$ cat src/rtl/tx_uart_pkg.sv
// tx_uart_pkg
// Shared types and helpers for the buffered UART transmitter.
//   tx_state_t   : transmit FSM state encoding
//   PAR_*        : parity mode selectors for the PARITY parameter
//   frame_cycles : length of one complete frame in clk cycles
package tx_uart_pkg;

    typedef enum logic [2:0] {
        ST_IDLE   = 3'd0,
        ST_START  = 3'd1,
        ST_DATA   = 3'd2,
        ST_PARITY = 3'd3,
        ST_STOP   = 3'd4
    } tx_state_t;

    localparam int PAR_NONE = 0;
    localparam int PAR_ODD  = 1;
    localparam int PAR_EVEN = 2;

    function automatic int frame_cycles(input int data_bits, input int parity,
                                        input int stop_bits, input int cpb);
        return (1 + data_bits + ((parity != PAR_NONE) ? 1 : 0) + stop_bits) * cpb;
    endfunction

endpackage

$ cat src/rtl/tx_uart_cfg_baud.sv
// uart_baud_gen
// Baud timer: down-counter that reloads to CLOCKS_PER_BAUD-1 whenever it reaches
// zero or is restarted, giving a tick on the last cycle of every baud.
//   clk       : system clock
//   i_reset_n : asynchronous active-low reset (counter clears to 0)
//   restart   : synchronous reload, aligns the baud to a new frame
//   o_tick    : high during the final cycle of each baud
module uart_baud_gen #(
    parameter int TIMER_BITS      = 16,
    parameter int CLOCKS_PER_BAUD = 868
) (
    input  logic clk,
    input  logic i_reset_n,
    input  logic restart,
    output logic o_tick
);

    localparam logic [TIMER_BITS-1:0] RELOAD = TIMER_BITS'(CLOCKS_PER_BAUD - 1);

    logic [TIMER_BITS-1:0] cnt_q;

    assign o_tick = (cnt_q == '0);

    always_ff @(posedge clk or negedge i_reset_n) begin
        if (!i_reset_n) begin
            cnt_q <= '0;
        end else if (restart || o_tick) begin
            cnt_q <= RELOAD;
        end else begin
            cnt_q <= cnt_q - 1'b1;
        end
    end

endmodule

$ cat src/rtl/tx_uart_cfg.sv
// tx_uart_cfg
// Buffered UART transmitter. A one-entry holding register accepts words over a
// valid/ready handshake; the shifter sends them LSB first with optional parity
// and one or two stop bits. A word waiting at the end of the last stop bit is
// loaded straight into a new start bit, so back-to-back frames have no gap.
//   clk          : system clock
//   i_reset_n    : asynchronous active-low reset
//   i_valid      : i_data holds a word to send
//   i_data       : word to send, sampled on handshake
//   o_ready      : holding register empty (registered)
//   o_busy       : frame on the line or holding register full (registered)
//   uart_rxd_out : serial line, idle high (registered)
//
// state     | meaning
// ST_IDLE   | line high, waiting for a buffered word
// ST_START  | start bit (low)
// ST_DATA   | data bits, LSB first
// ST_PARITY | parity bit (skipped when PARITY = none)
// ST_STOP   | STOP_BITS bauds of high
module tx_uart_cfg
    import tx_uart_pkg::*;
#(
    parameter int DATA_BITS       = 8,
    parameter int TIMER_BITS      = 16,
    parameter int CLOCKS_PER_BAUD = 868,
    parameter int PARITY          = 0,
    parameter int STOP_BITS       = 1
) (
    input  logic                 clk,
    input  logic                 i_reset_n,
    input  logic                 i_valid,
    input  logic [DATA_BITS-1:0] i_data,
    output logic                 o_ready,
    output logic                 o_busy,
    output logic                 uart_rxd_out
);

    if (PARITY < 0 || PARITY > 2) begin : g_bad_parity
        $error("tx_uart_cfg: PARITY must be 0 (none), 1 (odd) or 2 (even)");
    end
    if (DATA_BITS < 5 || DATA_BITS > 9) begin : g_bad_data_bits
        $error("tx_uart_cfg: DATA_BITS must be 5..9");
    end
    if (STOP_BITS < 1 || STOP_BITS > 2) begin : g_bad_stop_bits
        $error("tx_uart_cfg: STOP_BITS must be 1 or 2");
    end
    if (CLOCKS_PER_BAUD < 2) begin : g_bad_cpb
        $error("tx_uart_cfg: CLOCKS_PER_BAUD must be at least 2");
    end

    tx_state_t             state_q;
    logic [DATA_BITS-1:0]  hold_q;
    logic [DATA_BITS-1:0]  shreg_q;
    logic                  full_q;
    logic                  par_q;
    logic [3:0]            bit_idx_q;
    logic                  stop_idx_q;

    logic tick;
    logic accept;
    logic stop_last;
    logic stop_end;
    logic load;
    logic next_idle;

    assign accept    = i_valid && o_ready;
    assign stop_last = (stop_idx_q == 1'(STOP_BITS - 1));
    assign stop_end  = (state_q == ST_STOP) && tick && stop_last;
    assign load      = full_q && ((state_q == ST_IDLE) || stop_end);
    assign next_idle = ((state_q == ST_IDLE) && !full_q) || (stop_end && !full_q);

    uart_baud_gen #(
        .TIMER_BITS      (TIMER_BITS),
        .CLOCKS_PER_BAUD (CLOCKS_PER_BAUD)
    ) u_baud (
        .clk       (clk),
        .i_reset_n (i_reset_n),
        .restart   (load),
        .o_tick    (tick)
    );

    always_ff @(posedge clk or negedge i_reset_n) begin
        if (!i_reset_n) begin
            state_q      <= ST_IDLE;
            hold_q       <= '0;
            shreg_q      <= '0;
            full_q       <= 1'b0;
            par_q        <= 1'b0;
            bit_idx_q    <= '0;
            stop_idx_q   <= 1'b0;
            o_ready      <= 1'b1;
            o_busy       <= 1'b0;
            uart_rxd_out <= 1'b1;
        end else begin
            // When the FSM is heading to idle the only way to stay busy is a
            // word arriving in this same cycle.
            o_busy <= !next_idle || accept;

            // Ready drops on the accepting edge itself and only comes back one
            // cycle after the holding register empties, so an accept can never
            // coincide with a load.
            if (accept) begin
                hold_q  <= i_data;
                full_q  <= 1'b1;
                o_ready <= 1'b0;
            end else begin
                o_ready <= !full_q;
            end

            if (load) begin
                full_q       <= 1'b0;
                shreg_q      <= hold_q;
                par_q        <= (PARITY == PAR_ODD) ? ~(^hold_q) : (^hold_q);
                bit_idx_q    <= '0;
                stop_idx_q   <= 1'b0;
                state_q      <= ST_START;
                uart_rxd_out <= 1'b0;
            end else if (tick) begin
                case (state_q)
                    ST_START: begin
                        state_q      <= ST_DATA;
                        uart_rxd_out <= shreg_q[0];
                    end
                    ST_DATA: begin
                        if (bit_idx_q == 4'(DATA_BITS - 1)) begin
                            if (PARITY != PAR_NONE) begin
                                state_q      <= ST_PARITY;
                                uart_rxd_out <= par_q;
                            end else begin
                                state_q      <= ST_STOP;
                                uart_rxd_out <= 1'b1;
                            end
                        end else begin
                            bit_idx_q    <= bit_idx_q + 4'd1;
                            shreg_q      <= shreg_q >> 1;
                            uart_rxd_out <= shreg_q[1];
                        end
                    end
                    ST_PARITY: begin
                        state_q      <= ST_STOP;
                        uart_rxd_out <= 1'b1;
                    end
                    ST_STOP: begin
                        if (stop_last) begin
                            state_q <= ST_IDLE;
                        end else begin
                            stop_idx_q <= 1'b1;
                        end
                        uart_rxd_out <= 1'b1;
                    end
                    default: begin
                        uart_rxd_out <= 1'b1;
                    end
                endcase
            end
        end
    end

endmodule

$ cat config.mk
export PLATFORM = sky130hd
export DESIGN_NAME = tx_uart_cfg
export DESIGN_NICKNAME = d
export VERILOG_FILES = /design/src/rtl/tx_uart_pkg.sv /design/src/rtl/tx_uart_cfg_baud.sv /design/src/rtl/tx_uart_cfg.sv
export SDC_FILE = /design/constraint.sdc
export NUM_CORES = 1
export LEC_CHECK = 0
export CAP_MARGIN = 40
export CELL_PAD_IN_SITES_DETAIL_PLACEMENT = 2
export CELL_PAD_IN_SITES_GLOBAL_PLACEMENT = 2
export CORE_ASPECT_RATIO = 1.5
export CORE_UTILIZATION = 34
export CTS_CLUSTER_SIZE = 8
export DETAILED_ROUTE_END_ITERATION = 8
export GPL_TIMING_DRIVEN = 0
export PLACE_DENSITY = 0.83
export REMOVE_ABC_BUFFERS = 1
export SKIP_LAST_GASP = 1
export SLEW_MARGIN = 25
export SYNTH_ARGS = -nofsm -noshare
export SYNTH_HDL_FRONTEND = slang
export SYNTH_SLANG_ARGS = --single-unit
$ cat constraint.sdc
create_clock -name clk -period 2.1 [get_ports clk]
set_input_delay 0.42 -clock clk [delete_from_list [all_inputs] [get_ports clk]]
set_output_delay 0.42 -clock clk [all_outputs]
set_load 0.05 [all_outputs]
==> flow_metrics.py <==
metrics = {
    "yosys": {
        "yosysTopAreaCellShare_pct": 52.97,
        "syn_area_um2": 1937,
        "synth_most_common_cell": "dfrtp_1",
        "synth-edff-count": 0,
        "ys.flop_type": "dfrtp_1",
        "synthArstFlopShare_pct": 100.0,
        "avgSynthCellArea_um2": 10.88,
        "yosys-top-cells-count": "41 x dfrtp_1, 22 x nor2_1, 19 x nand2_1",
        "yosysSeqAreaShare_pct": 55.68,
        "synth_area_leaders": "dfrtp_1 53%, mux2_2 4.7%, nor2_1 4.3%",
        "netlist_instances": 178,
        "ys_ff_latch": 43,
        "synth_area_leader_cell": "dfrtp_1",
        "ys_types": 36,
        "synth_warnings": 0,
    },
    "worst_setup_path": {
        "critical_path_class": "reg -> reg",
        "crit_required_ps": 2350,
        "endpoint_kind": "flip-flop",
        "start_kind": "flip-flop",
        "critPathArrivalTime_ps": 2380,
        "path_max_fanout": 6,
    },
    "floorplan": {
        "initial_core_util_pct": 35.27,
        "io_pins": 14,
        "die_y_um": 94.44,
        "rows": 33,
        "coreArea_um2": 5492,
        "dieArea_um2": 6009,
        "chipWidth_um": 63.63,
    },
    "clock_network": {
        "ctsHoldBuffers": 0,
        "cts_num_sinks": 43,
        "cts_max_level": 2,
        "clk_latency_ps": 310,
        "clk_pin_slew_worst_paths_ps": 90,
        "clock-root-buffer": "clkbuf_8",
        "clk_path_buf_depth": 2,
        "cts-buffers-inserted": 5,
        "cts_tree": "built",
    },
    "power": {
        "finalPower_mw": 2.686,
        "p_per_area_nw_per_um2": 1108,
        "leakage_nw": 1.050,
        "irDropWorstVdd_mv": 0.5303,
    },
    "hold_path": {
        "hold_class": "in -> async",
    },
    "global_routing": {
        "grt_overflow_total": 0,
        "grt_max_degree": 26,
        "grt_pass1_vias": 1750,
        "grt_pass1_wl_um": 8328,
        "antenna_found_initial": 0,
        "grt_usage_pct": 18.71,
    },
    "sta": {
        "period_share_pct": 101.8,
        "fmax_ghz": 0.4679,
        "grt_setup_unrepaired": "yes",
        "finalMaxSlewViolations": 0,
        "period_minus_slack_ps": 2137,
        "finalHoldViolCount": 0,
        "fin_skew_ps": 10.92,
        "max-slew-margin-rel_pct": 46.84,
        "finalWorstSetupSlack_ps": -37.25,
        "setup_viol": 8,
        "worst_slew_pin_slew_ps": 792.2,
    },
    "outcome": {
        "violations": "setup timing",
        "status": "finished with violations",
    },
    "layout": {
        "nNetsFinal": 223,
        "drive_above_1_share_pct": 25.12,
        "fin_area_um2": 2424,
        "n_antenna_cell": 0,
        "nFillCells": 584,
        "area_delta_synth_final_pct": 25.13,
    },
    "detailed_routing": {
        "vias_per_cell": 5.324,
        "routed_wirelength_um": 5058,
        "drtIter0Drc": 24,
        "post_drt_wl_per_cell_um": 18.00,
        "drc": 0,
        "ant_nets": 0,
        "firstDrtPassIters": 4,
        "vias": 1496,
    },
    "placement": {
        "placed_area_um2": 2158,
        "gp_congestion": 0.7094,
        "port_buffers": 13,
        "dpl.hpwl_um": 3337,
        "pre_cts_slack_ps": -711.5,
    },
    "flow_run": {
        "drv_cap": 0,
    },
}
## worst paths after layout
| check | from | end | slack, ps | cells after the start |
|---|---|---|---|---|
| hold / removal | i_reset_n | u_baud.cnt_q[2] | 140 | 1 |
| setup reg to reg | u_baud.cnt_q[3] | shreg_q[5] | -40 | 7 |
| hold reg to reg | full_q | o_ready | 460 | 1 |
| setup / recovery | u_baud.cnt_q[3] | shreg_q[5] | -40 | 7 |
| max in group asynchronous | i_reset_n | uart_rxd_out | 1350 | 2 |
| min in group clk | full_q | o_ready | 460 | 1 |
## through the flow
stage                     TNS [ps]  util [%]  hold WS, ps  cells
final                       -193.8     44.13        136.9    281
after global routing         -2107     44.13        158.4    281
after CTS                   -2.093     42.93        149.4    276
after detailed placement    -11410     39.30        439.2    259
after global placement      -33450     38.89        437.9    258
after floorplan              -1034         -        124.4    175
## timing repair
action	CTS	global route
buffers inserted	9	4
cloned	0	1
gates resized for setup	8	9
setup endpoints to repair	32	25
pin swaps	3	9
## where the power goes
part           internal (mW)  switching, mW  total (mW)
clock network          0.233          0.298       0.531
registers               1.11          0.220        1.33
logic                  0.426          0.402       0.828
total                   1.77          0.920        2.69
## layout by cell type, fill, tap and decap left out, types with 4 or more instances in the layout
cell and count:
dfrtp_1 40, nor2_1 22, nand2_1 18, buf_4 12, clkdlybuf4s50_1 11, mux2_2 8
nand3_1 6, a21oi_1 6, or2_0 6, o221a_2 6, xor2_1 5, nor3_1 5
xnor2_1 5, clkbuf_8 5, o21ai_0 4
## per-layer routing
metal | track usage [%] | vias up | part of all wire [%]
li1 | - | 690 | -
met5 | 0 | - | 0
met4 | 10.23 | 0 | 3.1
met1 | 18.98 | 772 | 38
met3 | 3.502 | 12 | 1.9
met2 | 35.37 | 22 | 57
## sequential cells by signal (all words and copies together) (netlist names)
| signal | flops |
|---|---|
| full_q | 1 |
| o_ready | 1 |
| shreg_q | 8 |
| bit_idx_q | 4 |
| uart_rxd_out | 1 |
| u_baud.cnt_q | 16 |
| state_q | 3 |
| hold_q | 8 |
| o_busy | 1 |
## worst max-delay path, stage by stage, from the launching register on
cell,delay [ps]
dfrtp_2,450
nor4_4,400
nand4_1,270
buf_6,210
buf_4,130
nand2_1,110
a21boi_4,270
o221a_2,230
## cell type report
| cell class | count | area [um2] | area share, % |
|---|---|---|---|
| Tap cell | 70 | 87.58 | 3.614 |
| Clock inverter | 2 | 12.51 | 0.5163 |
| Clock buffer | 6 | 72.57 | 2.994 |
| Sequential cell | 43 | 1080 | 44.55 |
| Inverter | 5 | 18.77 | 0.7744 |
| Timing Repair Buffer | 27 | 256.5 | 10.58 |
| Multi-Input combinational cell | 128 | 895.9 | 36.96 |
## logic make-up (layout without fill, tap and decap cells)
family	after synthesis	in the layout	synth area share, %
adders and majority gates	2	2	1.292
muxes	11	11	6.202
xor gates and xnor gates	10	10	4.522
buffers and inverters	8	40	1.938
DFF	43	43	55.68
and+or+nand+nor	75	76	19.38
AOI/OAI and AO/OA	29	29	10.98
(Power assumes the default switching activity.)
